<file path="src/rtl/pe_sequencer_pkg.sv">
// Shared definitions for the background-removal PE sequencer: state
// encoding, channel widths and helpers for the packed pixel buses.
package pe_sequencer_pkg;

  localparam int PIX_W   = 8;
  localparam int SUM_W   = 16;
  localparam int MAX_PIX = 16;

  // One-hot sequencer states.
  typedef enum logic [13:0] {
    IDLE   = 14'h0001,
    S_RD   = 14'h0002,
    S_LOAD = 14'h0004,
    S_GO   = 14'h0008,
    S_WAIT = 14'h0010,
    S_ACK  = 14'h0020,
    MEAN   = 14'h0040,
    B_RD   = 14'h0080,
    B_LOAD = 14'h0100,
    B_GO   = 14'h0200,
    B_WAIT = 14'h0400,
    B_ACK  = 14'h0800,
    DONE   = 14'h1000,
    ERR    = 14'h2000
  } state_t;

  // Extract pixel k from a packed bus (pixel k lives at bits [8k+7:8k]).
  function automatic logic [PIX_W-1:0] pix_get(input logic [MAX_PIX*PIX_W-1:0] bus,
                                                input int unsigned k);
    return bus[k*PIX_W +: PIX_W];
  endfunction

  // Return the packed bus with pixel k replaced by px.
  function automatic logic [MAX_PIX*PIX_W-1:0] pix_set(input logic [MAX_PIX*PIX_W-1:0] bus,
                                                        input int unsigned k,
                                                        input logic [PIX_W-1:0] px);
    logic [MAX_PIX*PIX_W-1:0] res;
    res = bus;
    res[k*PIX_W +: PIX_W] = px;
    return res;
  endfunction

endpackage

</file>
<file path="src/rtl/pe_rgb_accum.sv">
// Three per-channel block-sum accumulators with synchronous clear/add and a
// truncating shift that turns the frame total into the mean colour.
module pe_rgb_accum
  import pe_sequencer_pkg::*;
#(
  parameter int ACC_W = 20,
  parameter int SHIFT = 4
) (
  input  logic             Clk,
  input  logic             Reset,
  input  logic             clr,
  input  logic             add,
  input  logic [SUM_W-1:0] sum_r,
  input  logic [SUM_W-1:0] sum_g,
  input  logic [SUM_W-1:0] sum_b,
  output logic [PIX_W-1:0] mean_r,
  output logic [PIX_W-1:0] mean_g,
  output logic [PIX_W-1:0] mean_b
);

  logic [ACC_W-1:0] acc_r, acc_g, acc_b;

  // Accumulate one block sum per channel; clear wins over add.
  always_ff @(posedge Clk or posedge Reset) begin
    if (Reset) begin
      acc_r <= '0;
      acc_g <= '0;
      acc_b <= '0;
    end else if (clr) begin
      acc_r <= '0;
      acc_g <= '0;
      acc_b <= '0;
    end else if (add) begin
      acc_r <= acc_r + ACC_W'(sum_r);
      acc_g <= acc_g + ACC_W'(sum_g);
      acc_b <= acc_b + ACC_W'(sum_b);
    end
  end

  // Division by the pixel count of the frame is a plain right shift.
  assign mean_r = PIX_W'(acc_r >> SHIFT);
  assign mean_g = PIX_W'(acc_g >> SHIFT);
  assign mean_b = PIX_W'(acc_b >> SHIFT);

endmodule

</file>
<file path="src/rtl/pe_sequencer.sv">
// Two-pass frame sequencer for one background-removal PE: pass 1 gathers
// block sums into a frame mean, pass 2 removes the background block by block
// and writes the PE results back to frame memory.
module pe_sequencer
  import pe_sequencer_pkg::*;
#(
  parameter int PIX_LOG2 = 0,
  parameter int BLK_LOG2 = 4,
  parameter int TIMEOUT  = 255,
  localparam int NUM_PIXELS = 2 ** PIX_LOG2,
  localparam int NUM_BLOCKS = 2 ** BLK_LOG2,
  localparam int ADDR_W     = (BLK_LOG2 > 0) ? BLK_LOG2 : 1,
  localparam int BUS_W      = PIX_W * NUM_PIXELS
) (
  input  logic              Clk,
  input  logic              Reset,
  input  logic              Start,
  output logic              Busy,
  output logic              Done,
  output logic              Error,
  input  logic [17:0]       threshold,
  input  logic [PIX_W-1:0]  bg_r,
  input  logic [PIX_W-1:0]  bg_g,
  input  logic [PIX_W-1:0]  bg_b,
  output logic [ADDR_W-1:0] mem_addr,
  output logic              mem_rd_en,
  input  logic [BUS_W-1:0]  mem_rd_r,
  input  logic [BUS_W-1:0]  mem_rd_g,
  input  logic [BUS_W-1:0]  mem_rd_b,
  output logic              mem_wr_en,
  output logic [BUS_W-1:0]  mem_wr_r,
  output logic [BUS_W-1:0]  mem_wr_g,
  output logic [BUS_W-1:0]  mem_wr_b,
  output logic [BUS_W-1:0]  pe_r,
  output logic [BUS_W-1:0]  pe_g,
  output logic [BUS_W-1:0]  pe_b,
  output logic [PIX_W-1:0]  pe_exp_r,
  output logic [PIX_W-1:0]  pe_exp_g,
  output logic [PIX_W-1:0]  pe_exp_b,
  output logic [17:0]       pe_threshold,
  output logic [PIX_W-1:0]  pe_bg_r,
  output logic [PIX_W-1:0]  pe_bg_g,
  output logic [PIX_W-1:0]  pe_bg_b,
  output logic              pe_start_sum,
  output logic              pe_start_bg,
  output logic              pe_ack,
  input  logic              pe_qi,
  input  logic              pe_qsd,
  input  logic              pe_qbgd,
  input  logic [SUM_W-1:0]  pe_sum_r,
  input  logic [SUM_W-1:0]  pe_sum_g,
  input  logic [SUM_W-1:0]  pe_sum_b,
  input  logic [BUS_W-1:0]  pe_out_r,
  input  logic [BUS_W-1:0]  pe_out_g,
  input  logic [BUS_W-1:0]  pe_out_b
);

  localparam int WD_W = (TIMEOUT > 0) ? $clog2(TIMEOUT + 1) : 1;

  state_t            state, state_next;
  logic [ADDR_W-1:0] blk;
  logic [WD_W-1:0]   wd;
  logic              last_blk, wd_expired, cur_waiting, next_waiting;
  logic              acc_clr, acc_add, blk_clr, blk_inc, load_pix, load_mean;
  logic [PIX_W-1:0]  mean_r, mean_g, mean_b;

  assign last_blk     = (BLK_LOG2 == 0) || (blk == ADDR_W'(NUM_BLOCKS - 1));
  assign wd_expired   = (wd == WD_W'(TIMEOUT));
  assign cur_waiting  = state inside {S_GO, S_WAIT, B_GO, B_WAIT};
  assign next_waiting = state_next inside {S_GO, S_WAIT, B_GO, B_WAIT};

  pe_rgb_accum #(
    .ACC_W (SUM_W + BLK_LOG2),
    .SHIFT (PIX_LOG2 + BLK_LOG2)
  ) u_accum (
    .Clk    (Clk),
    .Reset  (Reset),
    .clr    (acc_clr),
    .add    (acc_add),
    .sum_r  (pe_sum_r),
    .sum_g  (pe_sum_g),
    .sum_b  (pe_sum_b),
    .mean_r (mean_r),
    .mean_g (mean_g),
    .mean_b (mean_b)
  );

  // State register; an asynchronous reset aborts any frame in flight.
  always_ff @(posedge Clk or posedge Reset) begin
    if (Reset) state <= IDLE;
    else       state <= state_next;
  end

  // Watchdog restarts on every entry into a GO/WAIT state and counts while there.
  always_ff @(posedge Clk or posedge Reset) begin
    if (Reset)                                    wd <= '0;
    else if (next_waiting && state_next != state) wd <= '0;
    else if (cur_waiting)                         wd <= wd + 1'b1;
  end

  // Block counter, PE pixel/mean holding registers and forwarded PE settings.
  always_ff @(posedge Clk or posedge Reset) begin
    if (Reset) begin
      blk          <= '0;
      pe_r         <= '0;
      pe_g         <= '0;
      pe_b         <= '0;
      pe_exp_r     <= '0;
      pe_exp_g     <= '0;
      pe_exp_b     <= '0;
      pe_threshold <= '0;
      pe_bg_r      <= '0;
      pe_bg_g      <= '0;
      pe_bg_b      <= '0;
    end else begin
      pe_threshold <= threshold;
      pe_bg_r      <= bg_r;
      pe_bg_g      <= bg_g;
      pe_bg_b      <= bg_b;
      if (blk_clr)      blk <= '0;
      else if (blk_inc) blk <= blk + 1'b1;
      if (load_pix) begin
        pe_r <= mem_rd_r;
        pe_g <= mem_rd_g;
        pe_b <= mem_rd_b;
      end
      if (load_mean) begin
        pe_exp_r <= mean_r;
        pe_exp_g <= mean_g;
        pe_exp_b <= mean_b;
      end
    end
  end

  // Next-state and per-state strobes; each pulse lasts one state visit.
  always_comb begin
    state_next   = state;
    Busy         = 1'b1;
    Done         = 1'b0;
    Error        = 1'b0;
    mem_addr     = '0;
    mem_rd_en    = 1'b0;
    mem_wr_en    = 1'b0;
    mem_wr_r     = '0;
    mem_wr_g     = '0;
    mem_wr_b     = '0;
    pe_start_sum = 1'b0;
    pe_start_bg  = 1'b0;
    pe_ack       = 1'b0;
    acc_clr      = 1'b0;
    acc_add      = 1'b0;
    blk_clr      = 1'b0;
    blk_inc      = 1'b0;
    load_pix     = 1'b0;
    load_mean    = 1'b0;
    unique case (state)
      IDLE: begin
        Busy = 1'b0;
        if (Start) begin
          acc_clr    = 1'b1;
          blk_clr    = 1'b1;
          state_next = S_RD;
        end
      end
      S_RD: begin
        mem_rd_en  = 1'b1;
        mem_addr   = blk;
        state_next = S_LOAD;
      end
      S_LOAD: begin
        load_pix   = 1'b1;
        state_next = S_GO;
      end
      S_GO: begin
        if (pe_qi) begin
          pe_start_sum = 1'b1;
          state_next   = S_WAIT;
        end else if (wd_expired) begin
          state_next = ERR;
        end
      end
      S_WAIT: begin
        if (pe_qsd)          state_next = S_ACK;
        else if (wd_expired) state_next = ERR;
      end
      S_ACK: begin
        acc_add = 1'b1;
        pe_ack  = 1'b1;
        if (last_blk) begin
          state_next = MEAN;
        end else begin
          blk_inc    = 1'b1;
          state_next = S_RD;
        end
      end
      MEAN: begin
        load_mean  = 1'b1;
        blk_clr    = 1'b1;
        state_next = B_RD;
      end
      B_RD: begin
        mem_rd_en  = 1'b1;
        mem_addr   = blk;
        state_next = B_LOAD;
      end
      B_LOAD: begin
        load_pix   = 1'b1;
        state_next = B_GO;
      end
      B_GO: begin
        if (pe_qi) begin
          pe_start_bg = 1'b1;
          state_next  = B_WAIT;
        end else if (wd_expired) begin
          state_next = ERR;
        end
      end
      B_WAIT: begin
        if (pe_qbgd)         state_next = B_ACK;
        else if (wd_expired) state_next = ERR;
      end
      B_ACK: begin
        mem_wr_en = 1'b1;
        mem_addr  = blk;
        mem_wr_r  = pe_out_r;
        mem_wr_g  = pe_out_g;
        mem_wr_b  = pe_out_b;
        pe_ack    = 1'b1;
        if (last_blk) begin
          state_next = DONE;
        end else begin
          blk_inc    = 1'b1;
          state_next = B_RD;
        end
      end
      DONE: begin
        Busy = 1'b0;
        Done = 1'b1;
        if (!Start) state_next = IDLE;
      end
      ERR: begin
        Busy  = 1'b0;
        Error = 1'b1;
        if (!Start) state_next = IDLE;
      end
      default: begin
        Busy       = 1'b0;
        state_next = IDLE;
      end
    endcase
  end

endmodule

</file>
<file path="config.mk">
export PLATFORM = sky130hd
export DESIGN_NAME = pe_sequencer
export DESIGN_NICKNAME = d
export VERILOG_FILES = /design/src/rtl/pe_sequencer_pkg.sv /design/src/rtl/pe_rgb_accum.sv /design/src/rtl/pe_sequencer.sv
export SDC_FILE = /design/constraint.sdc
export NUM_CORES = 1
export LEC_CHECK = 0
export CAP_MARGIN = 10
export CORE_ASPECT_RATIO = 1.25
export CORE_MARGIN = 5
export CORE_UTILIZATION = 65
export CTS_CLUSTER_SIZE = 8
export DETAILED_ROUTE_END_ITERATION = 7
export DONT_BUFFER_PORTS = 1
export GPL_TIMING_DRIVEN = 0
export PLACE_DENSITY = 0.88
export SKIP_CTS_REPAIR_TIMING = 1
export SYNTH_ARGS = -nofsm -noshare
export SYNTH_HDL_FRONTEND = slang
export SYNTH_SLANG_ARGS = --single-unit
</file>
<file path="constraint.sdc">
create_clock -name Clk -period 8.1 [get_ports Clk]
set_clock_uncertainty 0.05 [all_clocks]
set_input_delay 1.62 -clock Clk [delete_from_list [all_inputs] [get_ports Clk]]
set_output_delay 1.62 -clock Clk [all_outputs]
set_load 0.01 [all_outputs]
</file>
Yosys cells after proc, flatten, opt, wreduce, memory -nomap -nowiden
Cells that the tools add are included.

Bits in registers: 176. Output and inout bits: 126.

$add $sub $neg: 5. Equal/unequal tests: 21. Reduce and logical (&&, ||, !) cells: 12. Mux-type cells: 41.

Operators with widths (count): 14-bit case mux with 13 select lines (1); 20-bit two-way mux (6); 14-bit two-way mux (7); 20-bit by 16-bit adder with 20-bit output (3); 8-bit two-way mux (5); 14-bit by 10-bit equality test with 1-bit output (second input constant) (2); 14-bit by 11-bit equality test with 1-bit output (second input constant) (2); 14-bit by 4-bit equality test with 1-bit output (second input constant) (2); 14-bit by 5-bit equality test with 1-bit output (second input constant) (2); 1-bit two-way mux (16); 14-bit by 1-bit equality test with 1-bit output (second input constant) (1); 14-bit by 12-bit equality test with 1-bit output (second input constant) (1); 14-bit by 13-bit equality test with 1-bit output (second input constant) (1); 14-bit equality test (second input constant) (1); 14-bit by 2-bit equality test with 1-bit output (second input constant) (1); 14-bit by 3-bit equality test with 1-bit output (second input constant) (1); 14-bit by 6-bit equality test with 1-bit output (second input constant) (1); 14-bit by 7-bit equality test with 1-bit output (second input constant) (1); 14-bit by 8-bit equality test with 1-bit output (second input constant) (1); 14-bit by 9-bit equality test with 1-bit output (second input constant) (1); 14-bit inequality test (1); 13-bit two-way mux (1); 4-bit two-way mux (3); 11-bit OR reduction (1); 11 further kinds (17).

Longest topological paths before layout
Gate-level depths: netlist (run 1).

Depth in word-level cells: 8. Gate-level depth with buffers: 9. Gate-level depth less buffers: 9.

Modules after synthesis
A second synthesis (run 1) with hierarchy kept.

Cell total of the unflattened synthesis: 768. Area total of the unflattened synthesis: 7956.4 um^2.

By module, submodules not included: pe_sequencer (cells each 402, seq. area each 2904.0 um^2, instances 1, area an instance 4678.2 um^2); pe_rgb_accum (cells each 366, seq. area each 900.9 um^2, instances 1, area an instance 3278.1 um^2).

Worst setup path after synthesis (run 1)
OpenSTA, ideal clock, no wires.

Kind: input to output. From: in pe_qi. To: out pe_start_sum. Data required time: 6430 ps. Data arrival time: 1968 ps. Stages on the path: 2. Setup slack: 4462 ps. Path through: a21oi_1 nor3_1.

Word-level cells in the longest chain between the ends: 2.

Ends and longest elaborated chain: from (decl) (RTL line pe_sequencer.sv:47) `input logic pe_qi,`; 1-bit two-way mux (RTL line pe_sequencer.sv:175) `if (pe_qi) begin`; 1-bit two-way mux (RTL line pe_sequencer.sv:156) `unique case (state)`; to (decl) (RTL line pe_sequencer.sv:44) `output logic pe_start_sum,`.

No other way between the ends.

Final worst setup path (run 1)
From: reg state[8]. To: out pe_ack.

Word-level cells in the longest chain between the ends: 3. Elaborated cells on any way between the ends: 4. Those cells by class: eq/ne: 2; mux: 1; reduce/logical: 1.

Ends and longest elaborated chain: from (decl) (RTL line pe_sequencer.sv:60) `state_t state, state_next;`; from (signal assigned) (RTL line pe_sequencer.sv:91) `else state <= state_next;`; 14-bit by 12-bit equality test with 1-bit output or 14-bit by 6-bit equality test with 1-bit output (tied branches) (RTL line pe_sequencer.sv:156); 2-bit OR reduction (no line) *; 1-bit two-way mux * (RTL line pe_sequencer.sv:156); to (decl) (RTL line pe_sequencer.sv:46) `output logic pe_ack,`.

Every way passes the cells marked *; elsewhere a longest branch is shown, timed or not.

==> results of run 1 <==
[layout make-up]
type / count / area (sq um)
well taps: 135 / 169
flip-flops and latches: 152 / 3800
repair buffers: 1 / 27.5
inverters: 16 / 65.1
fillers: 718 / 2970
diodes: 3 / 7.51
multi-input cells: 457 / 3360
clock buffers: 19 / 453
clock inverters: 12 / 144
plain buffers: 21 / 83.8
[how the worst max path moves through the flow]
stage	from	endpoint	slack, ns
floorplan	Reset	blk[0]$_DFFE_PP0P_	2.34
global placement	Reset	u_accum.acc_r[1]$_DFFE_PP0P_	1.22
detailed placement	state[8]$_DFF_PP0_	pe_ack	3.86
CTS	state[9]$_DFF_PP0_	pe_ack	3.43
global route	state[8]$_DFF_PP0_	pe_ack	3.28
finish	state[8]$_DFF_PP0_	pe_ack	3.46
[placed cells by master (no fill, tap or decap), drive strengths merged, types with 4 or more instances in the layout]
cell type / Yosys / layout
dfrtp: 151 / 151
mux2: 48 / 48
nand2: 46 / 46
nor2: 44 / 44
o21ai: 43 / 43
clkbuf: 17 / 36
ha: 35 / 35
and2: 31 / 31
a21oi: 28 / 28
xor2: 27 / 27
inv: 16 / 18
nor3: 15 / 15
nand2b: 11 / 11
nand4: 11 / 11
a21o: 10 / 10
nand3: 10 / 10
a22o: 9 / 9
xnor2: 9 / 9
and3: 8 / 8
and4: 6 / 6
nor2b: 6 / 6
clkinv: 0 / 5
buf: 4 / 5
nor3b: 4 / 4
a31oi: 4 / 4
o21a: 4 / 4
mux2i: 4 / 4
nor4b: 4 / 4
[layer usage]
| layer | GRT usage | vias to the layer above | wire length, um |
|---|---|---|---|
| met4 | 0.0941 | 8 | 540 |
| met2 | 0.500 | 244 | 10400 |
| met3 | 0.118 | 51 | 1790 |
| li1 | - | 2353 | - |
| met1 | 0.327 | 2561 | 6880 |
| met5 | 0 | - | 40 |
[sequential cells by signal, indices dropped and copies added (netlist names), 12 cells and up]
signal and flops:
u_accum.acc_g 12, u_accum.acc_r 12, state 14, u_accum.acc_b 12
pe_threshold 18
[per-stage QoR]
stage / util / hold WS (ns)
floorplan: - / 0.404
global placement: 0.675 / 0.420
finish: 0.732 / 0.458
CTS: 0.731 / 0.457
detailed placement: 0.677 / 0.433
global route: 0.732 / 0.468
[tightest hold or removal path, delay by kind of cell (launching register included)]
kind            cells  cell delay (ns)
compound gates      1             0.06
simple gates        1             0.05
flops               1             0.36
[cells by family after synthesis]
logic type / count (synthesis) / share of synthesized area
xor gates and xnor gates: 36 / 0.0432
and+or+nand+nor: 205 / 0.154
AOI/OAI and AO/OA: 126 / 0.115
buffers and inverters: 37 / 0.0197
adders and majority gates: 38 / 0.0682
muxes: 52 / 0.0795
DFF: 152 / 0.521
[power groups by stage]
| stage | clock (mW) | combinational [mW] | sequential, mW |
|---|---|---|---|
| floorplan | 0 | 0.209 | 0.957 |
| global placement | 0 | 0.249 | 0.983 |
| detailed placement | 0 | 0.265 | 0.989 |
| CTS | 0.799 | 0.269 | 0.977 |
| global route | 0.845 | 0.296 | 0.988 |
| finish | 0.789 | 0.269 | 0.976 |
==> run summary, run 1 <==
reg-to-reg endpoint = u_accum.acc_r[10]$_DFFE_PP0P_
worst-margin pin slew = 0.882 ns
hpwl dp = 15000 um
sw frac = 0.291
Synth area leaders = dfrtp_1 (52%), mux2_2 (7.4%), ha_1 (6.0%)
Placed Area = 7510 sq um
Ports = 270
critical register-to-register path startpoint = state[8]$_DFF_PP0_
Syn Nets = 828
crit path launch type = register
YS warnings = 0
Seq pwr share = 0.480
Cells after DPL = 782
total power = 2.03 mW
number of flops mapped to enable cells by yosys = 0
clk slew on worst S/H paths = 0.06 ns
GRT Util Overall = 0.289
Pint = 1.44 mW
maximum root-to-sink buffer count = 2
power density over the cells = 251 nW/um^2
antenna-violating nets left = 0
Num CTS Buffers = 17
final period utilization = 0.573
vias = 5217
die area = 13500 sq um
worst-path cell chain = clkbuf_1 > nor4_4 > and4_1 > clkbuf_1 > clkbuf_1 > or2_2
Post-synth ARST share = 1.00
Final setup viols = 0
initial antenna violation count = 8
unrepaired setup endpoints after global routing = no
count of non-filler cells in the finished layout = 816
worst path arrival time = 2.97 ns
CP top delay family = buffers and inverters
Die X = 105 um
vias in the first global route = 5381
count leader, synth = dfrtp_1
syn avg cell area = 11.3 sq um
setup ws final = 3.46 ns
Area Growth Syn to Fin = 11.0%
effective utilization at floorplan = 0.659
largest net degree at the start of global routing = 87
core area = 11100 sq um
Post-Route WL = 19600 um
first-pass GRT wire length = 29700 um
top post-synthesis cells by count = dfrtp_1 (151), mux2_2 (48), nand2_1 (46)
number of max-cap violations = 0
Crit path depth = 6
DR WL/cell = 24.1 um
Pins Over Slew Limit = 0
CTS tree = done
Mapped Area = 7310 sq um
kind of critical path = reg2out
Setup TNS = 0 ns
predominant post-synthesis flop cell = dfrtp_1
P_leak = 3.85 nW
row cnt = 43
CP max-delay cell = clkbuf_1
Worst-Skew Late Latency = 0.42 ns
Max-slew headroom = 0.409
Clk pwr share = 0.388
Synth top area share = 0.517
crit-path most repeated cell = clkbuf_1
Worst Reg-to-Reg Cells = 7
min cycle time layout = 4.64 ns
cell accounting for the most synthesized area = dfrtp_1
CTS sink count = 152
Hold WC Path Type = reg2reg
R2R setup slack = 5.22 ns
#FFs+latches synth = 152
cell count of the worst hold path = 2
worst path required time = 6.43 ns
# H-tree levels = 4
synth unique cells = 51
first-pass iteration count of the detailed router = 7
pre-CTS setup slack = 3.86 ns
placer congestion estimate = 0.880
Final Cell Area = 8110 sq um
outcome = completed
Comb power frac = 0.132
Nets = 848
CP max stage delay = 0.57 ns
grt ovf = 0
share of layout cells above drive strength 1 = 0.142
CP bufs+invs = 3
I/O Buffers = 0
CP endpoint kind = output pin
maximum VDD drop = 0.000155 V
sw power = 0.592 mW
Hold Crit Endpoint = u_accum.acc_b[3]$_DFFE_PP0P_
Seq/Total Area, Yosys = 0.521
Die Ht = 129 um
Cells after Synth = 646
crit-path max FO = 10
FMAX = 215 MHz
Final Hold Fails = 0
remaining routing DRC violations = 0
Via density = 6.39
min-delay src = u_accum.acc_b[3]$_DFFE_PP0P_
root buffer cell = clkbuf_16
DRT iter0 DRCs = 206
(Power assumes the default switching activity.)
==> inputs of run 2 (changes only) <==
--- a/config.mk
+++ b/config.mk
@@ -5,15 +5,16 @@
 export SDC_FILE = /design/constraint.sdc
 export NUM_CORES = 1
 export LEC_CHECK = 0
+export ABC_AREA = 1
 export CAP_MARGIN = 10
 export CORE_ASPECT_RATIO = 1.25
 export CORE_MARGIN = 5
-export CORE_UTILIZATION = 65
+export CORE_UTILIZATION = 58
 export CTS_CLUSTER_SIZE = 8
 export DETAILED_ROUTE_END_ITERATION = 7
 export DONT_BUFFER_PORTS = 1
 export GPL_TIMING_DRIVEN = 0
-export PLACE_DENSITY = 0.88
+export PLACE_DENSITY = 0.83
 export SKIP_CTS_REPAIR_TIMING = 1
 export SYNTH_ARGS = -nofsm -noshare
 export SYNTH_HDL_FRONTEND = slang
==> constraint.sdc (replaced) <==
create_clock -name Clk -period 3.8 [get_ports Clk]
set_clock_uncertainty 0.05 [all_clocks]
set_input_delay 0.76 -clock Clk [delete_from_list [all_inputs] [get_ports Clk]]
set_output_delay 0.76 -clock Clk [all_outputs]
set_load 0.01 [all_outputs]
==> run 2 against run 1 <==
Effect of this change:
- sequential share of layout area down 3.2 points
- final cell count is 44% higher
- critical path depth up 2
- area after synthesis grew 7.3%
- first-iteration DRC count rose by 140%
- count of clock-buffer cells in the layout decreased by 1
- flip-flop and latch count unchanged
- total power rose by 120%
- critical path type unchanged
==> run summary, run 2 <==
Cells after DPL = 1139 (+46%)
predominant post-synthesis flop cell = dfrtp_1
commonest non-fill, non-tap cell in the layout = nand2_1
maximum VDD drop = 0.000310 V (+100%)
crit-path max FO = 10 (unchanged)
Syn Nets = 1147 (+39%)
worst-margin pin slew = 0.849 ns (-0.0329 ns)
maximum root-to-sink buffer count = 2 (unchanged)
Num CTS Buffers = 17 (unchanged)
top post-synthesis cells by count = nand2_1 (228), inv_1 (154), dfrtp_1 (151)
min cycle time layout = 3.37 ns
Pins Over Slew Limit = 0 (unchanged)
number of max-cap violations = 0 (unchanged)
Layout Utilization = 0.659 (-0.0734)
Final Hold Fails = 0 (unchanged)
crit path launch type = register
Via density = 5.45 (-15%)
Post-Route WL = 20200 um (+3.0%)
initial antenna violation count = 0 (-8)
largest net degree at the start of global routing = 42 (-52%)
Area Growth Syn to Fin = 11.1% (about the same)
row cnt = 47 (+9.3%)
worst path arrival time = 2.56 ns (-0.41 ns)
FMAX = 297 MHz
# H-tree levels = 4 (unchanged)
setup ws final = 0.431 ns (-3.03 ns)
DR WL/cell = 17.3 um (-28%)
core area = 13200 sq um (+19%)
CTS tree = done
sw frac = 0.339 (+0.0479)
Mapped Area = 7840 sq um (+7.3%)
vias in the first global route = 6501 (+21%)
Synth area leaders = dfrtp_1 (48%), nand2_1 (11%), inv_1 (7.4%)
remaining routing DRC violations = 0 (unchanged)
Final setup viols = 0 (unchanged)
final period utilization = 0.887
Top reg by flops = pe_threshold
share of layout cells above drive strength 1 = 0.0810 (-0.0606)
antenna-violating nets left = 0 (unchanged)
pre-CTS setup slack = 0.843 ns (-3.02 ns)
Die X = 114 um (+8.8%)
outcome = completed
syn avg cell area = 8.13 sq um (-28%)
worst path required time = 2.99 ns (-3.44 ns)
I/O Buffers = 0 (unchanged)
Seq pwr share = 0.467 (-0.013)
first-pass GRT wire length = 32500 um (+9.4%)
effective utilization at floorplan = 0.593 (-0.0666)
placer congestion estimate = 0.919 (+4.5%)
GRT Util Overall = 0.257 (-0.0323)
clk slew on worst S/H paths = 0.07 ns (about the same)
count of non-filler cells in the finished layout = 1171 (+44%)
Cells after Synth = 965 (+49%)
Worst-Skew Late Latency = 0.41 ns (about the same)
CP endpoint kind = output pin
unrepaired setup endpoints after global routing = no
count leader, synth = nand2_1
max reg flops = 18 (unchanged)
Antenna diodes = 0 (-3)
biggest regs = pe_threshold (18), state (14)
Pint = 2.98 mW (+110%)
synth unique cells = 45 (-12%)
kind of critical path = reg2out
root buffer cell = clkbuf_16
sw power = 1.53 mW (+160%)
Setup TNS = 0 ns (unchanged)
YS warnings = 0 (unchanged)
most frequent cells in the layout = nand2_1 (228), inv_1 (153), dfrtp_1 (151)
DRT iter0 DRCs = 491 (+140%)
Hold WC Path Type = in2async
first-pass iteration count of the detailed router = 5 (-2)
#FFs+latches synth = 152 (unchanged)
Nets = 1169 (+38%)
CTS sink count = 152 (unchanged)
hpwl dp = 15700 um (+4.7%)
power density over the cells = 518 nW/um^2 (+110%)
Ports = 270 (unchanged)
Seq/Total Area, Yosys = 0.485 (-0.0356)
vias = 6379 (+22%)
P_leak = 4.59 nW (+19%)
Max-slew headroom = 0.433 (+0.0235)
Synth top area share = 0.482 (-0.0353)
Post-synth ARST share = 1.00 (unchanged)
die area = 16000 sq um (+18%)
cell accounting for the most synthesized area = dfrtp_1
number of flops mapped to enable cells by yosys = 0 (unchanged)
Die Ht = 140 um (+8.9%)
grt ovf = 0 (unchanged)
Comb power frac = 0.165 (+0.033)
Clk pwr share = 0.368 (-0.020)
R2R setup slack = 1.53 ns (-3.69 ns)
[run 2: stage by stage]
stage	hold WS (ns)	power (mW)	cell area (sq um)
6_report	0.318	4.51	8710
3_5_place_dp	0.423	2.88	8120
3_3_place_gp	0.411	2.82	8060
4_1_cts	0.305	4.54	8710
2_1_floorplan	0.396	2.64	7850
5_1_grt	0.289	4.76	8710
[run 2: power by group through the flow]
| stage | Combinational, mW | Clock [mW] | Sequential [mW] |
|---|---|---|---|
| 2_1_floorplan | 0.570 | 0 | 2.07 |
| 3_3_place_gp | 0.700 | 0 | 2.12 |
| 3_5_place_dp | 0.743 | 0 | 2.14 |
| 4_1_cts | 0.750 | 1.69 | 2.11 |
| 5_1_grt | 0.857 | 1.77 | 2.13 |
| 6_report | 0.746 | 1.66 | 2.11 |
[run 2: path summary, 6_finish.rpt]
path                                         startpoint                      endpoint  cells after the start
max in group asynchronous                         Reset             wd[6]$_DFFE_PP0P_                      4
min                                               Reset    pe_threshold[12]$_DFF_PP0_                      1
min reg2reg                u_accum.acc_b[2]$_DFFE_PP0P_  u_accum.acc_b[2]$_DFFE_PP0P_                      2
max reg2reg                          state[9]$_DFF_PP0_  u_accum.acc_r[2]$_DFFE_PP0P_                     10
max                                  state[1]$_DFF_PP0_                          Busy                      8
min in group Clk                           threshold[3]     pe_threshold[3]$_DFF_PP0_                      0
[run 2: cell families after synthesis]
logic type,after synthesis,share of synthesized area
XOR/XNOR,16,0.0179
buffers and inverters,177,0.0890
flip-flops,152,0.485
AO/OA/AOI/OAI,145,0.103
adder cells (fa/ha/maj),38,0.0635
AND/OR/NAND/NOR,437,0.242
[run 2: metal layers]
layer | vias up | wire (um) | global-route usage
met5 | - | 0 | 0
met4 | 0 | 629 | 0.0982
met3 | 48 | 1380 | 0.0708
met2 | 200 | 10600 | 0.441
met1 | 3009 | 7610 | 0.306
li1 | 3122 | - | -
[run 2: area by class of cell]
cell class | count | area [sq um]
repair buffers | 3 | 60.1
clock inverters | 14 | 155
well taps | 171 | 214
clock buffers | 18 | 439
multi-input cells | 636 | 3340
inverters | 161 | 608
flip-flops and latches | 152 | 3800
plain buffers | 16 | 93.8
fillers | 1089 | 4520
[run 2: critical path, stage by stage, from the launching register on]
cell	delay, ns
dfrtp_1	0.40
nor2_2	0.19
nand2_2	0.17
nor2_1	0.24
nand3_2	0.33
inv_1	0.31
buf_4	0.26
nor2_1	0.08
nand3b_1	0.17
